## src/rtl/bits_eq_lock_monitor.sv

```systemverilog
// Registered equality monitor: tracks runs of I0==I1 samples, drives a
// SEARCH/LOCKED state machine and saturating match/mismatch statistics.
module bits_eq_lock_monitor #(
   parameter int WIDTH        = 3,
   parameter int LOCK_COUNT   = 4,
   parameter int UNLOCK_COUNT = 2,
   parameter int CNT_WIDTH    = 8
) (
   input  logic                 CLK,
   input  logic                 RESET,
   input  logic [WIDTH-1:0]     I0,
   input  logic [WIDTH-1:0]     I1,
   input  logic                 valid,
   input  logic                 clear,
   output logic                 O,
   output logic                 O_valid,
   output logic                 locked,
   output logic                 lock_event,
   output logic                 unlock_event,
   output logic [CNT_WIDTH-1:0] match_count,
   output logic [CNT_WIDTH-1:0] mismatch_count
);

   localparam int RUN_MAX = (LOCK_COUNT > UNLOCK_COUNT) ? LOCK_COUNT : UNLOCK_COUNT;
   localparam int RUN_W   = $clog2(RUN_MAX + 1);

   localparam logic [RUN_W-1:0]     LOCK_TGT   = RUN_W'(LOCK_COUNT);
   localparam logic [RUN_W-1:0]     UNLOCK_TGT = RUN_W'(UNLOCK_COUNT);
   localparam logic [CNT_WIDTH-1:0] CNT_MAX    = '1;

   typedef enum logic {
      SEARCH = 1'b0,
      LOCKED = 1'b1
   } state_t;

   state_t           state;
   logic [RUN_W-1:0] run;
   logic [RUN_W-1:0] run_inc;
   logic             eq;

   assign eq      = (I0 == I1);
   assign run_inc = run + 1'b1;
   // state is a flop, so locked carries no combinational path from the inputs
   assign locked  = (state == LOCKED);

   // NOTE: all state here is sequential, so every assignment below is
   // non-blocking; blocking writes would make the update order observable.
   always_ff @(posedge CLK) begin
      if (RESET) begin
         state          <= SEARCH;
         run            <= '0;
         O              <= 1'b0;
         O_valid        <= 1'b0;
         lock_event     <= 1'b0;
         unlock_event   <= 1'b0;
         match_count    <= '0;
         mismatch_count <= '0;
      end else begin
         O_valid      <= 1'b0;
         lock_event   <= 1'b0;
         unlock_event <= 1'b0;
         if (clear) begin
            // O deliberately keeps the last accepted result across a clear
            state          <= SEARCH;
            run            <= '0;
            match_count    <= '0;
            mismatch_count <= '0;
         end else if (valid) begin
            O       <= eq;
            O_valid <= 1'b1;
            if (eq) begin
               if (match_count != CNT_MAX) match_count <= match_count + 1'b1;
            end else begin
               if (mismatch_count != CNT_MAX) mismatch_count <= mismatch_count + 1'b1;
            end
            // run counts matches while searching and mismatches while locked
            case (state)
               SEARCH: begin
                  if (!eq) begin
                     run <= '0;
                  end else if (run_inc == LOCK_TGT) begin
                     state      <= LOCKED;
                     run        <= '0;
                     lock_event <= 1'b1;
                  end else begin
                     run <= run_inc;
                  end
               end
               LOCKED: begin
                  if (eq) begin
                     run <= '0;
                  end else if (run_inc == UNLOCK_TGT) begin
                     state        <= SEARCH;
                     run          <= '0;
                     unlock_event <= 1'b1;
                  end else begin
                     run <= run_inc;
                  end
               end
            endcase
         end
      end
   end

endmodule

```

## config.mk

```make
export PLATFORM = sky130hd
export DESIGN_NAME = bits_eq_lock_monitor
export DESIGN_NICKNAME = d
export VERILOG_FILES = /design/src/rtl/bits_eq_lock_monitor.sv
export SDC_FILE = /design/constraint.sdc
export NUM_CORES = 1
export LEC_CHECK = 0
export CAP_MARGIN = 20
export CORE_AREA = 2 2 88 48
export DETAILED_ROUTE_END_ITERATION = 7
export DIE_AREA = 0 0 90 50
export MAX_ROUTING_LAYER = met4
export PLACE_DENSITY_LB_ADDON = 0.05
export SETUP_SLACK_MARGIN = 0.02
export SLEW_MARGIN = 20
export SYNTH_ARGS = -nofsm -noshare
export SYNTH_HDL_FRONTEND = slang
export SYNTH_SLANG_ARGS = --single-unit
```

## constraint.sdc

```tcl
create_clock -name CLK -period 3.9 [get_ports CLK]
set_clock_uncertainty 0.2 [all_clocks]
set_input_delay 0.78 -clock CLK [delete_from_list [all_inputs] [get_ports CLK]]
set_output_delay 0.78 -clock CLK [all_outputs]
set_load 0.01 [all_outputs]
```

; Word level (Yosys, flattened, before mapping)
; Index checks and enable logic that the tools add are counted.
[op_classes]
mul = 0
n_lt_le_gt_ge = 0
n_addsub = 3
reduce_logical = 6
mux = 12
bitwise_logic = 4
n_eq_ne = 5
shift = 0
div_mod_pow = 0
[ops]
columns = cell, n
row1 = adder 8 x 1 -> 8 bit (second input constant), 2
row2 = inequality test 8 bit (second input constant), 2
row3 = two-way mux 3 bit, 4
row4 = two-way mux 1 bit, 6
row5 = case mux 3 bit (2 select lines), 1
row6 = AND reduction 3 bit, 2
row7 = OR reduction 5 bit, 1
row8 = NOT 1 bit, 4
row9 = OR reduction 4 bit, 1
row10 = adder 3 x 1 -> 3 bit (second input constant), 1
row11 = equality test 3 x 2 -> 1 bit (second input constant), 1
row12 = equality test 3 bit, 1
row13 = equality test 3 bit (second input constant), 1
row14 = case mux 1 bit (2 select lines), 1
row15 = AND reduction 2 bit, 1
row16 = OR reduction 2 bit, 1
[word_totals]
latchBits = 0
rom_bits = 0
ram_bits = 0
output_inout_bits = 21
n_memories = 0
inputBits = 10
regBits = 24

; Depth between registers and ports, before layout
; Gate-level depths: netlist (run 1).
[logic_depth]
depth_word = 5
mapped_depth = 6
depth_no_buf = 6

; Worst setup path after synthesis (run 1)
; No wires, ideal clock.
[synth_path]
path_kind = input to register
startpoint = input I1[2]
endpoint = register match_count[6]
t_required_ns = 3.628
path_slack_ns = 1.852
cell_stages = 5
n_path_buf = 1
setup_time_ns = 0.072
arrival_time_ns = 1.776
cell_sequence = xnor2_1 nand3_2 buf_2 nor4_2 mux2i_1
[synth_between]
elab_chain_len = 2
[synth_rtl]
columns = item, line
row1 = "start, declared", 12  ; input logic [WIDTH-1:0] I1,
row2 = equality test 3 bit, 41  ; assign eq = (I0 == I1);
row3 = AND reduction 3 bit (no source line), n/a
row4 = "end signal, assigned", 72  ; if (match_count != CNT_MAX) match_count <= match_count + 1'b1;
row5 = "end, declared", 20  ; output logic [CNT_WIDTH-1:0] match_count,
; No other way between the ends.
; A chain may end at the register's enable or synchronous reset.

; Final worst setup path (run 1)
[layout_path]
startpoint = input I1[0]
endpoint = register match_count[4]
; Same word-level chain as after synthesis.

==> key figures, run 1 <==
Timing
  • Final hold viol count: 0
  • Setup TNS: 0 ns
  • RSZ-0062 raised after global routing: no
  • Tmin final: 2.73 ns
  • Slew @ Worst Pin: about 0.67 ns
  • Final setup vio count: 0
  • Worst Hold Slack: roughly 0.3 ns
  • Crit share post-route: 0.701
  • Max-slew violations: 0
  • Max-slew headroom: 0.550
  • Achievable Freq: 366 MHz

Clock network
  • CTS tree: built
  • H-tree Lvls: 1
  • Setup bufs post-CTS: 0
  • Clock root buffer: clkbuf_8
  • # clock sinks: 24
  • CTS clock-pin slew for the worst setup and hold paths: around 0.09 ns
  • Clk buf depth: 2
  • Total CTS buffers: 3
  • Clk_lat worst skew: 0.27 ns
  • Post-cts resize count: 0
  • CTS Hold Bufs: 0

Route
  • Antenna-violating nets left: 0
  • Drt via density: 5.21
  • Via count: 1203
  • Wire length per cell: between 10 and 15 µm
  • DRC: 0
  • Final wirelength: roughly 3.2 mm
  • DRT Pass-1 Iters: 4
  • DR iter-0 viols: 49

Layout
  • Most common cell after layout, fill and taps aside: clkdlybuf4s50_1
  • Antenna diode count: 0
  • Fillers: ~410
  • Commonest cells after routing, fill and taps aside: clkdlybuf4s50_1 (30), dfxtp_1 (24), a21oi_1 (13)
  • Register Area: 480 µm²
  • Nets: 194
  • Multi-input gate area: 743 µm²
  • Share of cells above drive strength 1: 0.0452
  • P&R area growth vs syn: 30.8%

Synth
  • Flops & latches, synth: 24
  • Synth Net Count: around 170
  • Sequential-to-total area share from yosys stat: 0.376
  • Mapped Avg Cell Area: approximately 8.5 µm²
  • Synthesized area: between 1000 and 1500 µm²
  • Syn Inst Count: 150
  • Synth Warn #: 0
  • Distinct cells, synth: 36
  • Top cells by area, synth: dfxtp_1 (38%), ha_1 (5.9%), a21oi_1 (5.1%)
  • Share of the synthesized area in the top cell type: 0.376
  • Post-synth top area cell: dfxtp_1

Global routing
  • First-pass GRT wire length: ~5.3 mm
  • Grt total ovfl: 0
  • Largest net degree at the start of global routing: 26
  • Vias in the first global route: between 1000 and 1500
  • Grt met1 use: 0.212
  • Global routing usage on met2: 0.209
  • Grt peak-use layer: met1
  • Global Route Usage Sum: 0.154
  • GR Util met3: 0.0566
  • Antenna violations before repair: 0

Setup path
  • CP Max Fanout: 25
  • Worst setup EP type: flop
  • Critical-path top delay cell: or4_1
  • Setup CP Type: input pin to flop
  • CP cell instances: clkdlybuf4s50_1, xnor2_1, nand3_2, or4_1, a21oi_1
  • CP arrival: approximately 2.7 ns
  • Critical Path Start Type: input pin
  • CP required: about 4 ns
  • Max incr delay on CP: around 0.65 ns

Floorplanning
  • Die W: about 90 µm
  • Num rows: 16
  • Die height: about 50 µm
  • Io pins: 31
  • Die ar.: about 4500 µm²
  • Starting Density: 0.343
  • Core ar.: around 3700 µm²

Status
  • Status: finished, final reports clean

Power and ir drop
  • PD cells: 282 nW/µm²
  • P_sw: 0.000113 W
  • Share of power burned in registers: 0.528
  • Gate power share: 0.104
  • Leakage: roughly 0.55 nW
  • Switching share of power: 0.240
  • Clk pwr share: 0.367
  • Peak VDD IR: roughly 0.1 mV
  • Int Power: approximately 0.00036 W

Flow run
  • MaxCap Viol Count: 0

Place
  • Routability congestion estimate: between 0.7 and 0.8
  • Final HPWL DP: roughly 2.3 mm
  • Port buffer count: 30

Min path
  • Worst hold path type: flop to flop
## synthesized netlist by cell type
library cell,n
dfxtp_1,24
a21oi_1,13
nand2_1,11
nand3_1,11
nor2_1,7
ha_1,6
inv_1,6
o31ai_1,6
or3_1,6
or4_1,6
o21ai_1,5
clkbuf_1,4
mux2i_1,4
nand4_1,4
o21ai_0,4
buf_2,3
nand3b_1,3
xnor2_1,3
a31oi_1,2
and3_1,2
and4_1,2
nor3b_1,2
nor4_1,2
o21a_1,2
a2bb2oi_1,1
a31o_1,1
a41o_1,1
and3_4,1
nand3_2,1
nand4_2,1
nor2b_1,1
nor3_1,1
nor4_2,1
nor4b_1,1
o311ai_1,1
or2_1,1
## flip-flops by register name (all words and copies together), names as in the netlist
signal / cells
lock_event: 1
locked: 1
match_count: 8
mismatch_count: 8
run: 3
unlock_event: 1
O_valid: 1
O: 1
## final timing paths
check	start	endpoint	slack, ns	cells past startpoint
max reg2reg	match_count[0]	match_count[4]	2.00	5
min	O	O	0.31	2
min reg2reg	O	O	0.31	2
max	I1[0]	match_count[4]	1.17	5
## per-stage QoR
step                      total power (W)  worst slack, ns   util  instance area [µm²]  instances
after floorplan                  0.000283             1.85      -                 1280        150
after global placement           0.000303            0.988  0.433                 1610        227
after detailed placement         0.000303            0.923  0.433                 1610        227
after CTS                        0.000477             1.19  0.448                 1670        231
after global routing             0.000492            0.998  0.448                 1670        231
final                            0.000471             1.17  0.448                 1670        231
## worst max-delay path: cells and delay by family
family	cells	cell delay (ns)
AND/OR/NAND/NOR	2	1.11
buffers and inverters	1	0.41
XOR/XNOR	1	0.27
AO/OA/AOI/OAI	1	0.15
## cells by family (layout without fill, tap and decap cells)
| kind of cell | after synthesis | count (layout) | share of synthesized area |
|---|---|---|---|
| simple gates | 64 | 64 | 0.300 |
| flops | 24 | 24 | 0.376 |
| buf+inv | 13 | 40 | 0.0412 |
| fa+ha+maj | 6 | 6 | 0.0588 |
| compound gates | 36 | 36 | 0.172 |
| xor+xnor | 3 | 3 | 0.0206 |
| mux | 4 | 4 | 0.0314 |
## layer usage
metal	vias to the layer above	part of all wire
met5	-	0
met4	0	0.0037
met3	2	0.074
met2	40	0.38
met1	544	0.55
li1	617	-
## power by group through the flow
| stage | clock, W | sequential, W | combinational (W) |
|---|---|---|---|
| 2_1_floorplan | 0 | 0.000255 | 0.0000282 |
| 3_3_place_gp | 0 | 0.000254 | 0.0000482 |
| 3_5_place_dp | 0 | 0.000254 | 0.0000489 |
| 4_1_cts | 0.000179 | 0.000249 | 0.0000492 |
| 5_1_grt | 0.000188 | 0.000249 | 0.0000543 |
| 6_report | 0.000173 | 0.000249 | 0.0000492 |
## layout make-up
cell class                      instances  area share
Clock buffer                            4      0.0330
Inverter                                6      0.0135
Multi-Input combinational cell        113       0.445
Sequential cell                        24       0.288
Tap cell                               54      0.0405
Timing Repair Buffer                   30       0.180
Power figures use the tool's default switching activity.
==> run 2: changes to the inputs <==
==> constraint.sdc (replaced) <==
create_clock -name CLK -period 2.6 [get_ports CLK]
set_clock_uncertainty 0.2 [all_clocks]
set_input_delay 0.52 -clock CLK [delete_from_list [all_inputs] [get_ports CLK]]
set_output_delay 0.52 -clock CLK [all_outputs]
set_load 0.01 [all_outputs]
==> key figures, run 2 (synthesis gave the netlist of run 1 again) <==
Status
  • Status: finished, final reports clean

Place
  • Port buffer count: 30
  • Placed Instances: 234
  • Final HPWL DP: 2.60 mm
  • Cell Area, Placed: ~1700 µm²
  • Routability congestion estimate: between 0.8 and 0.9

Route
  • Wire length per cell: roughly 14 µm
  • DR iter-0 viols: 43
  • DRT Pass-1 Iters: 4
  • Final wirelength: approximately 3.4 mm
  • DRC: 0
  • Antenna-violating nets left: 0
  • Drt via density: ~5.3
  • Via count: between 1000 and 1500

Flow run
  • MaxCap Viol Count: 0

Min path
  • Hold path start: mismatch_count[6]
  • WHS Endpoint: mismatch_count[6]
  • Worst hold path type: flop to flop
  • WHS Path Cells: 2

Power and ir drop
  • Switching share of power: 0.250
  • Clk pwr share: 0.332
  • Gate power share: 0.122
  • Leakage: between 0.5 and 0.6 nW
  • Share of power burned in registers: 0.546
  • Total power draw: 0.000683 W
  • Int Power: between 0.0005 and 0.0006 W
  • Peak VDD IR: 0.180 mV
  • P_sw: approximately 0.00017 W
  • PD cells: around 400 nW/µm²

Timing
  • Final setup vio count: 0
  • Slew @ Worst Pin: about 0.57 ns
  • Tmin final: between 2 and 2.5 ns
  • Setup TNS: 0 ns
  • Final hold viol count: 0
  • Max-slew headroom: 0.620
  • Max-slew violations: 0
  • Crit share post-route: 0.848
  • Achievable Freq: approximately 450 MHz
  • RSZ-0062 raised after global routing: no

Setup path
  • Setup CP Type: input pin to flop
  • CP arrival: between 2 and 2.5 ns
  • CP Max Fanout: 13
  • CP required: 2.61 ns
  • Reg2reg start: mismatch_count[0]
  • Critical R2R Capture: mismatch_count[6]
  • Critical Path Start Type: input pin
  • R2r worst-path depth: 5
  • Register-to-Register Setup Slack: between 0.7 and 0.8 ns
  • Worst setup EP type: flop

Clock network
  • # clock sinks: 24
  • H-tree Lvls: 1
  • Clk_lat worst skew: ~0.27 ns
  • CTS tree: built
  • CTS clock-pin slew for the worst setup and hold paths: roughly 0.09 ns
  • Total CTS buffers: 3
  • Clock root buffer: clkbuf_8
  • CTS Hold Bufs: 0
  • Post-cts resize count: 0
  • Setup bufs post-CTS: 0
  • Clk buf depth: 2

Global routing
  • Largest net degree at the start of global routing: 15
  • Vias in the first global route: roughly 1200
  • Global Route Usage Sum: 0.167
  • Antenna violations before repair: 0
  • Grt total ovfl: 0
  • First-pass GRT wire length: a little under 6 mm

Floorplanning
  • Io pins: 31
  • Die height: 50 µm
  • Starting Density: 0.343
  • Core ar.: 3720 µm²
  • Num rows: 16
  • Die W: roughly 90 µm
  • Die ar.: between 4000 and 5000 µm²

Layout
  • Most common cell after layout, fill and taps aside: clkdlybuf4s50_1
  • Fillers: 398
  • Multi-input gate area: 743 µm²
  • Finished Cell Area: ~1700 µm²
  • Commonest cells after routing, fill and taps aside: clkdlybuf4s50_1 (30), dfxtp_1 (24), a21oi_1 (13)
  • Biggest regs: match_count x8, mismatch_count x8, run x3
  • Non-filler instance count after layout: between 200 and 250
  • Share of cells above drive strength 1: 0.0765
  • Antenna diode count: 0
  • P&R area growth vs syn: 33.8%
  • Register Area: roughly 480 µm²
  • Nets: about 200
-- run 2: worst max-delay path by stage --
stage	from	to	slack [ns]	depth (start not counted)
6_report	I1[2]	match_count[7]	0.40	5
5_1_grt	I1[2]	match_count[7]	0.26	5
4_1_cts	I1[2]	match_count[4]	0.38	5
3_5_place_dp	I1[2]	match_count[5]	0.11	5
3_3_place_gp	I1[2]	match_count[5]	0.21	5
2_1_floorplan	I1[2]	match_count[6]	0.81	5
-- run 2: layer usage --
metal / GRT usage / part of all wire
met1: 0.228 / 0.52
met2: 0.239 / 0.41
met3: 0.0443 / 0.062
met4: 0.0590 / 0.010
met5: - / 0
-- run 2: power groups by stage --
| stage | combinational, W | sequential [W] | clock (W) |
|---|---|---|---|
| final | 0.0000834 | 0.000373 | 0.000227 |
| after global routing | 0.0000918 | 0.000374 | 0.000245 |
| after global placement | 0.0000817 | 0.000381 | 0 |
| after CTS | 0.0000837 | 0.000373 | 0.000236 |
| after floorplan | 0.0000423 | 0.000382 | 0 |
| after detailed placement | 0.0000836 | 0.000382 | 0 |
-- run 2: final cells by class --
cell class,count,share of cell area
multi-input cells,113,0.435
repair buffers,37,0.207
flip-flops and latches,24,0.281
well taps,54,0.0396
clock buffers,3,0.0242
inverters,6,0.0132
-- run 2: metrics by stage --
stage	util	hold slack, ns	worst slack, ns
2_1_floorplan	-	0.300	0.812
3_3_place_gp	0.448	0.282	0.208
3_5_place_dp	0.448	0.295	0.109
4_1_cts	0.459	0.308	0.381
5_1_grt	0.459	0.337	0.264
6_report	0.459	0.310	0.396
-- run 2: critical path, stage by stage --
cell,delay [ns]
clkdlybuf4s50_1,0.42
xnor2_1,0.27
nand3_2,0.29
or4_1,0.57
a21oi_1,0.14
==> RTL change 1: new RTL, flow settings as in run 2 <==
Set the parameter `LOCK_COUNT` to 8 (it was 4).
--- a/src/rtl/bits_eq_lock_monitor.sv
+++ b/src/rtl/bits_eq_lock_monitor.sv
@@ -2,7 +2,7 @@
 // SEARCH/LOCKED state machine and saturating match/mismatch statistics.
 module bits_eq_lock_monitor #(
    parameter int WIDTH        = 3,
-   parameter int LOCK_COUNT   = 4,
+   parameter int LOCK_COUNT   = 8,
    parameter int UNLOCK_COUNT = 2,
    parameter int CNT_WIDTH    = 8
 ) (
Function: changed (Yosys sat finds a counterexample within 10 cycles, from zero or initial values and one cycle with RESET high).
==> RTL change 1 against run 2 <==
- sequential cell count rose by 1
- design area rose by 3.8%
- power rose by 3.5%
- clock power rose by 4%
- wire length rose by 3.5%
- sequential share of layout area rose by 0.097 points
- area after synthesis rose by 3.0%
- worst hold slack improved by 0.015 ns
- setup slack got worse by 0.16 ns
- count of clock-buffer cells in the layout rose by 1
- critical path type unchanged
- cell count rose by 5.5%
==> RTL change 1: results (changes against run 2) <==
Via count - 1,359 (+7.5%)
Largest net degree at the start of global routing - 14 (-1)
Sequential area share after synthesis - 38.1% (+0.41 points)
Worst Hold Launch - match_count[1]$_SDFFE_PP0P_
Switch Pwr - 0.174 mW (+1.7%)
Relative slew slack - 59.2% (-2.7 points)
Regs by FF count - match_count x8, mismatch_count x8, run x4
R2r endpoint - run[0]$_SDFFE_PP0P_
DR top layer - met3
R2R setup slack - 0.58 ns (-0.14 ns)
Most area-consuming cells after synthesis - dfxtp_1, o21ai_0, a21oi_1
Layout Nets - 211 (+5.0%)
Met3 Wirelength - 200 µm (-4.3%)
CP arrival - 2.37 ns (+0.16 ns)
GRT Max-Usage Layer - met1
Cells after Synth - 159 (+6.0%)
Iteration-0 DRC count of the detailed router - 27 (-37%)
Seq power - 0.388 mW (+4%)
FILL cells - 391 (-1.8%)
Metal-1 WL - 1.95 mm (+11%)
Met3 GRT Util - 4.89% (+0.46 points)
GP Congestion - 0.752 (-9.8%)
First-pass GRT wire length - 5.70 mm (-1.1%)
Synth top cells by count - dfxtp_1, o21ai_0, a21oi_1
Fin cells - 250 (+5.5%)
Status - finished clean
-- RTL change 1: changes by cell type in the layout (fill, tap and decap cells not counted), moves of 4 or more --
cell      delta
o21ai_1      -5
xor2_1       +4
nand3_1      -4
nor3_1       +5
o21ai_0      +9
or4_1        -4
o311ai_0     +4
-- RTL change 1: stage by stage --
| stage | TNS [ns] | hold WS (ns) | cell area, µm² | setup slack (ns) |
|---|---|---|---|---|
| finish | 0 | 0.326 | 1770 | 0.237 |
| global route | 0 | 0.356 | 1770 | 0.166 |
| CTS | 0 | 0.329 | 1770 | 0.244 |
| detailed placement | -0.0752 | 0.315 | 1730 | -0.0382 |
| global placement | -0.0145 | 0.296 | 1730 | -0.00706 |
| floorplan | 0 | 0.315 | 1320 | 0.516 |
-- RTL change 1: logic make-up after synthesis --
logic type                 after synthesis  share of synthesized area (%)
muxes                                    2                           1.52
adders and majority gates                4                           3.81
DFF                                     25                           38.1
and+or+nand+nor                         63                           26.5
AOI/OAI and AO/OA                       46                           22.8
xor gates and xnor gates                 4                           2.66
buffers and inverters                   15                           4.57
-- RTL change 1: worst max path at each step --
stage                                   to  start  depth (start not counted)
2_1_floorplan  match_count[0]$_SDFFE_PP0P_  I1[0]                          5
3_3_place_gp   match_count[3]$_SDFFE_PP0P_  I1[0]                          5
3_5_place_dp   match_count[4]$_SDFFE_PP0P_  I1[0]                          5
4_1_cts        match_count[4]$_SDFFE_PP0P_  I1[0]                          5
5_1_grt        match_count[4]$_SDFFE_PP0P_  I1[0]                          5
6_report       match_count[4]$_SDFFE_PP0P_  I1[0]                          5
-- RTL change 1: area by class of cell --
class | count | share of cell area (%)
Clock buffer | 4 | 2.54
Inverter | 8 | 1.69
Multi-Input combinational cell | 119 | 42.6
Sequential cell | 25 | 28.2
Tap cell | 54 | 3.81
Timing Repair Buffer | 40 | 21.2
==> RTL change 2: new RTL, flow settings as in run 2 <==
Without the edit above. Reset style: asynchronous (`RESET`), changed in one clocked block.
--- a/src/rtl/bits_eq_lock_monitor.sv
+++ b/src/rtl/bits_eq_lock_monitor.sv
@@ -45,7 +45,7 @@
 
    // NOTE: all state here is sequential, so every assignment below is
    // non-blocking; blocking writes would make the update order observable.
-   always_ff @(posedge CLK) begin
+   always_ff @(posedge CLK or posedge RESET) begin
       if (RESET) begin
          state          <= SEARCH;
          run            <= '0;
Check against the original RTL: differs if RESET is asserted again (counterexample within 4 cycles, from zero or initial values and one cycle with RESET high); with RESET held inactive, the same outputs for 4 cycles.
==> RTL change 2 against run 2 <==
- power is 8.9% higher
- synthesized cell count fell by 2.0%
- wire length barely moved
- cell count increased by 0.84%
- design area is 7.8% higher
- maximum frequency fell by 5.9%
- setup slack got worse by 0.14 ns
- sequential cell count unchanged
- non-clock buffer count up 3
- area after synthesis rose by 7.7%
- largest cell class unchanged
- largest power group unchanged
- highest routed layer unchanged
==> RTL change 2: results (changes against run 2) <==
Hold path cells - 2 (unchanged)
Pre-CTS setup slack - -0.0402 ns (-0.149 ns)
Vias per inst - 5.24 (-1.8%)
Clock transition at path regs - 0.09 ns (about the same)
Reg2reg path depth - 5 (unchanged)
R2R setup slack - 0.46 ns (-0.26 ns)
Mapped Nets - 162 (-2.4%)
Layout Nets - 201 (unchanged)
CP arrival - 2.29 ns (+0.08 ns)
Layout cells sized above 1 - 9.73% (+2.1 points)
Leak Pwr - 0.753 nW (+32%)
Cts bufs inserted - 3 (unchanged)
Port bufs - 30 (unchanged)
First-pass GRT wire length - 5.77 mm (+0.12%)
Largest net degree at the start of global routing - 25 (+10)
Regs by FF count - match_count x8, mismatch_count x8, run x3
DRT antenna net count - 0 (unchanged)
GP Congestion - 0.850 (+1.9%)
Clock insertion delay at the later pin of the skew report - 0.26 ns
Fraction of registers with async set/reset - 100% (+100 points)
WL per Instance - 14.2 µm (-0.87%)
Synth top cells by count - dfrtp_1, nor2_1, nand2_1
Drt pass-1 iters - 4 (unchanged)
Hold path endpoint - O$_DFFE_PP0P_
Area post-placement - 0.00179 mm² (+7.2%)
Sequential area share after synthesis - 43.7% (+6.0 points)
Postcts setup bufs - 0 (unchanged)
R2r endpoint - mismatch_count[6]$_DFFE_PP0P_
Clock Tree Buf Depth - 2 (unchanged)
Peak VDD IR - 0.182 mV (+1.0%)
Status - finished clean
Post_cts resized - 0 (unchanged)
Worst Hold Launch - O$_DFFE_PP0P_
R2R Path Start - mismatch_count[0]$_DFFE_PP0P_
Inserted Diodes - 0 (unchanged)
Number of H-tree levels - 1 (unchanged)
Worst Path Max Fanout - 5 (-8)
Initial antenna violation count - 0 (unchanged)
GR Util All Layers - 16.8% (about the same)
Hold Path Class - reg -> reg
Most area-consuming cells after synthesis - dfrtp_1, ha_1, a21oi_1
Post-CTS Hold Buffers - 0 (unchanged)
Iteration-0 DRC count of the detailed router - 96 (+120%)
Internal power - 0.565 mW (+10%)
HPWL after detailed placement - 2.59 mm (-0.14%)
Netlist cell types - 38 (+5.6%)
Worst Tran Pin Value - 0.403 ns (-0.164 ns)
Clk root buf - clkbuf_8
Vias in the first global route - 1,160 (-0.60%)
Synth warn - 0 (unchanged)
-- RTL change 2: cell families after synthesis --
| logic type | share of synthesized area (%) |
|---|---|
| buffers and inverters | 4.19 |
| DFF | 43.7 |
| AOI/OAI and AO/OA | 11.6 |
| adders and majority gates | 4.55 |
| xor gates and xnor gates | 3.18 |
| and+or+nand+nor | 25.8 |
| muxes | 7.01 |
-- RTL change 2: critical path, cell delays in order --
cell	delay, ns
clkdlybuf4s50_1	0.41
xor2_1	0.17
or3_1	0.45
nor4b_1	0.39
mux2_1	0.35
-- RTL change 2: area by class of cell --
cell class / instances / area (µm²)
Multi-Input combinational cell: 110 / 717
Timing Repair Buffer: 40 / 375
Fill cell: 365 / 1880
Tap cell: 54 / 67.6
Clock buffer: 4 / 55.1
Inverter: 7 / 26.3
Sequential cell: 24 / 601
-- RTL change 2: worst max-delay path by stage --
stage | slack [ns] | startpoint | to | depth (start not counted)
after floorplan | 0.46 | I1[0] | match_count[3]$_DFFE_PP0P_ | 5
after global placement | 0.03 | I1[0] | match_count[3]$_DFFE_PP0P_ | 5
after detailed placement | -0.04 | I1[0] | match_count[3]$_DFFE_PP0P_ | 5
after CTS | 0.26 | I1[0] | match_count[3]$_DFFE_PP0P_ | 5
after global routing | 0.17 | I1[2] | match_count[3]$_DFFE_PP0P_ | 5
final | 0.26 | I1[0] | match_count[3]$_DFFE_PP0P_ | 5
-- RTL change 2: routing by layer --
layer	part of all wire [%]	global-route usage, %
met3	6.8	4.74
met1	55	24.5
met5	0	-
met2	38	23.4
met4	0.47	2.31
-- RTL change 2: power by group through the flow --
stage,sequential [mW],clock (mW),combinational (mW)
floorplan,0.397,0,0.0484
CTS,0.388,0.271,0.103
global placement,0.395,0,0.102
detailed placement,0.396,0,0.103
finish,0.388,0.254,0.102
global route,0.390,0.282,0.113
-- RTL change 2: per-stage QoR --
stage / hold WS, ns / instances / setup TNS [ns]
2_1_floorplan: 0.308 / 147 / 0
3_3_place_gp: 0.274 / 235 / 0
3_5_place_dp: 0.283 / 235 / -0.0524
4_1_cts: 0.304 / 239 / 0
5_1_grt: 0.352 / 239 / 0
6_report: 0.294 / 239 / 0
